===== src/rtl/ttl_scan_select_counter.sv =====
// Shared select register for ttl_74153_scan: manual load or wrap-around scan count.
// TTL74153_SCAN_HOLD_EN adds an active-low Hold_bar that freezes the count.
module ttl_scan_select_counter #(
  parameter int WIDTH_IN     = 4,
  parameter int WIDTH_SELECT = $clog2(WIDTH_IN)
) (
  input  logic                    Clk,
  input  logic                    Clear_bar,
`ifdef TTL74153_SCAN_HOLD_EN
  input  logic                    Hold_bar,
`endif
  input  logic                    Scan,
  input  logic [WIDTH_SELECT-1:0] Select,
  output logic [WIDTH_SELECT-1:0] sel_q,
  output logic                    wrap_q
);
  localparam int LAST = WIDTH_IN - 1;

  logic [WIDTH_SELECT-1:0] sel_d;
  logic                    wrap_d;
  logic                    upd;

`ifdef TTL74153_SCAN_HOLD_EN
  assign upd = Hold_bar;
`else
  assign upd = 1'b1;
`endif

  // Out-of-range counts (non-power-of-two WIDTH_IN) also wrap to 0.
  always_comb begin
    sel_d  = sel_q;
    wrap_d = 1'b0;
    if (upd) begin
      if (!Scan) begin
        sel_d = Select;
      end else if (32'(sel_q) >= 32'(LAST)) begin
        sel_d  = '0;
        wrap_d = 1'b1;
      end else begin
        sel_d = sel_q + WIDTH_SELECT'(1);
      end
    end
  end

  always_ff @(posedge Clk or negedge Clear_bar) begin
    if (!Clear_bar) begin
      sel_q  <= '0;
      wrap_q <= 1'b0;
    end else begin
      sel_q  <= sel_d;
      wrap_q <= wrap_d;
    end
  end
endmodule


===== src/rtl/ttl_74153_scan.sv =====
// Clocked BLOCKS x WIDTH_IN-to-1 mux with shared manual/scan select register.
// TTL74153_SCAN_HOLD_EN adds Hold_bar (freezes select and Y).
`ifndef ASSIGN_UNPACK_ARRAY
`define ASSIGN_UNPACK_ARRAY(PK_LEN, PK_WIDTH, UNPK_DEST, PK_SRC) \
  for (genvar unpk_idx = 0; unpk_idx < (PK_LEN); unpk_idx++) begin : gen_unpack \
    assign UNPK_DEST[unpk_idx] = PK_SRC[((PK_WIDTH)*unpk_idx) +: PK_WIDTH]; \
  end
`endif

module ttl_74153_scan #(
  parameter int BLOCKS       = 2,
  parameter int WIDTH_IN     = 4,
  parameter int WIDTH_SELECT = $clog2(WIDTH_IN),
  parameter int DELAY_RISE   = 0,
  parameter int DELAY_FALL   = 0
) (
  input  logic                       Clk,
  input  logic                       Clear_bar,
`ifdef TTL74153_SCAN_HOLD_EN
  input  logic                       Hold_bar,
`endif
  input  logic [BLOCKS-1:0]          Enable_bar,
  input  logic                       Scan,
  input  logic [WIDTH_SELECT-1:0]    Select,
  input  logic [BLOCKS*WIDTH_IN-1:0] A_2D,
  output logic [BLOCKS-1:0]          Y,
  output logic [WIDTH_SELECT-1:0]    Select_out,
  output logic                       Wrap
);
  logic [WIDTH_IN-1:0]     a_arr [BLOCKS];
  logic [WIDTH_SELECT-1:0] sel_q;
  logic                    wrap_q;
  logic [BLOCKS-1:0]       y_q;
  logic                    sel_ok;
  logic                    upd;

  `ASSIGN_UNPACK_ARRAY(BLOCKS, WIDTH_IN, a_arr, A_2D)

  ttl_scan_select_counter #(
    .WIDTH_IN    (WIDTH_IN),
    .WIDTH_SELECT(WIDTH_SELECT)
  ) u_cnt (
    .Clk      (Clk),
    .Clear_bar(Clear_bar),
`ifdef TTL74153_SCAN_HOLD_EN
    .Hold_bar (Hold_bar),
`endif
    .Scan     (Scan),
    .Select   (Select),
    .sel_q    (sel_q),
    .wrap_q   (wrap_q)
  );

`ifdef TTL74153_SCAN_HOLD_EN
  assign upd = Hold_bar;
`else
  assign upd = 1'b1;
`endif

  assign sel_ok = 32'(sel_q) < 32'(WIDTH_IN);

  // Each block samples its input at the pre-edge select value.
  for (genvar i = 0; i < BLOCKS; i++) begin : gen_blk
    always_ff @(posedge Clk or negedge Clear_bar) begin
      if (!Clear_bar)
        y_q[i] <= 1'b0;
      else if (upd)
        y_q[i] <= !Enable_bar[i] && sel_ok && a_arr[i][sel_q];
    end
  end

  if (DELAY_RISE == 0 && DELAY_FALL == 0) begin : gen_nodly
    assign Y          = y_q;
    assign Select_out = sel_q;
    assign Wrap       = wrap_q;
  end else begin : gen_dly
    assign #(DELAY_RISE, DELAY_FALL) Y          = y_q;
    assign #(DELAY_RISE, DELAY_FALL) Select_out = sel_q;
    assign #(DELAY_RISE, DELAY_FALL) Wrap       = wrap_q;
  end
endmodule


===== config.mk =====
export PLATFORM = sky130hd
export DESIGN_NAME = ttl_74153_scan
export DESIGN_NICKNAME = d
export VERILOG_FILES = /design/src/rtl/ttl_scan_select_counter.sv /design/src/rtl/ttl_74153_scan.sv
export SDC_FILE = /design/constraint.sdc
export NUM_CORES = 1
export LEC_CHECK = 0
export CAP_MARGIN = 30
export CORE_AREA = 4 4 41 43
export CTS_CLUSTER_SIZE = 12
export DETAILED_ROUTE_END_ITERATION = 8
export DIE_AREA = 0 0 45 47
export GPL_ROUTABILITY_DRIVEN = 0
export SYNTH_ARGS = -nofsm -noshare
export SYNTH_HDL_FRONTEND = slang
export SYNTH_HIERARCHICAL = 1
export SYNTH_SLANG_ARGS = --single-unit

===== constraint.sdc =====
create_clock -name Clk -period 3.3 [get_ports Clk]
set_input_delay 0.495 -clock Clk [delete_from_list [all_inputs] [get_ports Clk]]
set_output_delay 0.495 -clock Clk [all_outputs]
set_load 0.01 [all_outputs]

[After elaboration in Yosys (flattened, before gate mapping)]
Cells that the tools add are included.
Storage, ports and cells
  register bits after elaboration: 5
  bits of input ports: 15
Cells by class
  add/sub/neg operators: 1
  order comparisons: 2
  mux-type cells: 8
  reductions and logical operators: 4
Operators by type and width (count)
  $bmux W1 S2: 2
  $mux W1: 4
  $mux W2: 2
  $lt A2 B3 Y1 const B: 1
  $add A2 B1 Y2 const B: 1
  $ge A2 B2 Y1 const B: 1
  $logic_and A1 B1 Y1: 2
  $logic_not A1 Y1: 2

[Depth between registers and ports, before layout]
Gate-level depths: netlist (run 1).
  depth in word-level cells: 3
  depth in mapped cells: 3

[By module]
Netlist (run 1), hierarchy kept.
Modules (own cells, without submodules)
  ttl_74153_scan: times used 1, cells an instance 6, area each 130.1 µm², sequential area each 50.0 µm²
  ttl_scan_select_counter: times used 1, cells an instance 8, area each 121.4 µm², sequential area each 75.1 µm²

[Worst setup path before layout (run 1)]
No wires, ideal clock.
  path kind: register to register
  start: reg u_cnt.sel_q[0]
  end: reg y_q[0] (netlist: Y[0])
  library setup time: 0.115 ns
  arrival time: 1.129 ns
  setup slack: 2.056 ns
  cell stages (with the launch flop): 3
  period minus slack after synthesis: 1.244 ns
  cells stage by stage: dfrtp_1 mux4_1 nor2b_4
Between the ends
  word-level cells in the longest chain between the ends: 3
Ends and longest elaborated chain
  start: declaration: line ttl_scan_select_counter.sv:14  | output logic [WIDTH_SELECT-1:0] sel_q,
  start signal: assignment: line ttl_scan_select_counter.sv:50  | sel_q <= sel_d;
  $bmux W1 S2: line ttl_74153_scan.sv:68  | y_q[i] <= !Enable_bar[i] && sel_ok && a_arr[i][sel_q];
  $mux W1 (not written as such): line ttl_74153_scan.sv:68
  $logic_and A1 B1 Y1: line ttl_74153_scan.sv:68
  end signal: indexed assignment: line ttl_74153_scan.sv:68
  end: declaration: line ttl_74153_scan.sv:33  | logic [BLOCKS-1:0] y_q;
No other way between the ends. The select of a mux whose other input is x is not followed.

[Final worst setup path (run 1)]
  start: reg u_cnt.sel_q[0]
  end: out Select_out[0]
RTL lines
  end: declaration: line ttl_74153_scan.sv:27  | output logic [WIDTH_SELECT-1:0] Select_out,
No word-level cell between the ends.

==> impl_results.md, run 1 <==
- Most common cell after layout, fill and taps aside: clkdlybuf4s50_1
- Final min period: 1760 ps
- Power share of the combinational group: 34.0%
- Worst-path fanout max: 5
- Area grow syn2layout: 93.5%
- I/O Pins: 20
- Leakage: 0.208 nW
- Seq/Total Area, Yosys: 49.8%
- Final Cycle Share: 53.3%
- CTS clock-pin slew for the worst setup and hold paths: 40 ps
- CTS max path bufs: 2
- Worst Path Buf+Inv: 1
- Syn_nets: 30
- Met2 routed wirelength: 324 um
- Mean Syn Cell Area: 18.0 um2
- Hold buffers post-CTS: 0
- Sw Ratio: 24.4%
- Number of routed nets with antenna violations: 0
- Total CTS buffers: 3
- Drt pass-1 iters: 4
- Critical path capture point type: output port
- RSZ-0062 raised after global routing: false
- P_sw: 56.4 uW
- Root Buffer: clkbuf_4
- Critical Path RT: 2800 ps
- Top Layer Used: met3
- Synth cell types: 7
- Overflow after GRT: 0
- Mapped Cells: 14
- Final hold viol count: 0
- Status: complete, no violations
- DRC: 0
- P_int: 175 uW
- Core Box Area: 1300 um2
- Met3 wire length: 124 um
- Power Dens Cells: 475 nW/um2
- Ant diodes: 0
- Clock sink count: 5
- First-pass GRT wire length: 1.06 mm
- Share of layout cells above drive strength 1: 21.6%
- Total of max-cap violations: 0
- Total power: 231 uW
- Vias per inst: 4.12
- Row count: 13
- Final setup violation count: 0
- Die X: 45 um
- Slowest stage delay, CP: 580 ps
- Worst-Skew Late Latency: 240 ps
- Most frequent cells in the layout: 19 x clkdlybuf4s50_1, 5 x dfrtp_1, 3 x clkbuf_4
- Mapped Area: 251 um2
- Die height: 47 um
- Die area: 2120 um2
- Crit path DAT: 1260 ps
- Vias in the first global route: 265
- Cells resized by post-CTS repair: 0
- Initial core utilization: 19.3%
- CP Launch Type: register
- Worst-path cell chain: clkdlybuf4s50_1
- Critical path depth: 1
- Initial antenna violation count: 0
- Clock Power Share: 30.5%
- Largest net degree at the start of global routing: 6
- Worst slew margin: 84.2%
- Fin util: 37.4%
- Worst slew pin tran: 236 ps
- Routed length per instance: 13.3 um
- Setup Buffers After CTS: 0
- Cell family with most CP delay: buffers and inverters
- Max-slew violation count: 0
- HP Class: input port to asynchronous set/reset pin
- M1 WL: 244 um
- Post-Route WL: 694 um
- Gr usage total: 7.79%
- Max VDD drop: 259 uV
- Setup TNS Final: 0 ps
- Critical path type: register to output port
- CTS tree: yes
- Sequential fraction of design power: 35.4%
- Vias: 214
- Yosys Warn Count: 6
- Final #Nets: 54
- Clock Skew: 0.391 ps
- Fmax: 569 MHz
- Worst R2R Path Depth: 2
- Htree depth: 1
- Slowest cell on the critical path: clkdlybuf4s50_1
- Initial drt markers: 2
- Hold Slack: 479 ps
- IO Port Bufs: 19
- Synthesized flop and latch total: 5
==> per-stage QoR <==
stage / area (um2) / worst slack (ps) / std cells
final: 487 / 1540 / 52
after global routing: 487 / 1490 / 52
after CTS: 487 / 1530 / 52
after detailed placement: 460 / 1630 / 48
after global placement: 460 / 1640 / 48
after floorplan: 251 / 2060 / 14
==> cells by family (layout without fill, tap and decap cells) <==
family                   count (synthesis)  after routing  synth area share [%]
multiplexers                             4              4                  29.8
buffers and inverters                    0             23                     0
AND/OR/NAND/NOR                          4              4                  15.4
flip-flops                               5              5                  49.8
adder cells (fa/ha/maj)                  1              1                  4.97
==> registers in the layout, summed over array words and instances (netlist names) <==
register	flops
Y	2
u_cnt/sel_q	2
u_cnt/wrap_q	1
==> layout make-up <==
class / instances / area (um2)
Clock buffer: 4 / 26.3
Fill cell: 137 / 815
Multi-Input combinational cell: 9 / 126
Sequential cell: 5 / 125
Tap cell: 15 / 18.8
Timing Repair Buffer: 19 / 190
==> synth_stat cells (all sizes together) <==
cell   n  area share (%)
mux4   2              21
nor2b  2              11
dfrtp  5              50
ha     1             5.0
and2   1             3.0
mux2   2             9.0
nor2   1             1.5
==> per-layer routing <==
metal | track usage, % | vias to the layer above
met1 | 6.71 | 97
li1 | - | 98
met4 | 5.26 | 0
met2 | 11.9 | 19
met3 | 6.90 | 0
met5 | 0 | -
==> path summary, 6_finish.rpt <==
kind                       slack, ps                       end                      from
setup reg to reg                2010            Y[0]$_DFF_PN0_  u_cnt/sel_q[0]$_DFF_PN0_
max in group asynchronous       2630            Y[0]$_DFF_PN0_                 Clear_bar
hold / removal                   480  u_cnt/sel_q[0]$_DFF_PN0_                 Clear_bar
setup / recovery                1540             Select_out[0]  u_cnt/sel_q[0]$_DFF_PN0_
hold reg to reg                  720  u_cnt/sel_q[1]$_DFF_PN0_  u_cnt/sel_q[1]$_DFF_PN0_
min in group Clk                 720  u_cnt/sel_q[1]$_DFF_PN0_  u_cnt/sel_q[1]$_DFF_PN0_
==> power groups by stage <==
stage	clock network [mW]	logic, mW	registers [mW]
2_1_floorplan	0	0.0288	0.0864
3_3_place_gp	0	0.0764	0.0818
3_5_place_dp	0	0.0782	0.0825
4_1_cts	0.0760	0.0792	0.0821
5_1_grt	0.0792	0.0839	0.0833
6_report	0.0705	0.0787	0.0819
No activity file was read; power rests on OpenSTA's default activity.
==> run 2: changes to the inputs <==
- clock period: 3.3 -> 1.68 ns (I/O delays scaled with it)
==> results of run 2 <==
The final DEF is identical to that of run 1. Status: complete, no violations.
Among the figures that moved: setup slack after placement 1630 ps -> 256 ps; setup slack after layout 1540 ps -> 164 ps; hold slack 479 ps -> 236 ps; register-to-register setup slack 2010 ps -> 390 ps; total power 0.231 mW -> 0.454 mW; worst IR drop on VDD 259 uV -> 510 uV
==> run 3: changes to the inputs <==
- SKIP_CTS_REPAIR_TIMING: default -> 1
- TNS_END_PERCENT: default -> 30
==> results of run 3 <==
The final DEF is identical to that of run 1. Status: complete, no violations.
Among the figures that moved: setup slack after placement 1630 ps -> 256 ps; setup slack after layout 1540 ps -> 164 ps; hold slack 479 ps -> 236 ps; register-to-register setup slack 2010 ps -> 390 ps; total power 0.231 mW -> 0.454 mW; worst IR drop on VDD 259 uV -> 510 uV
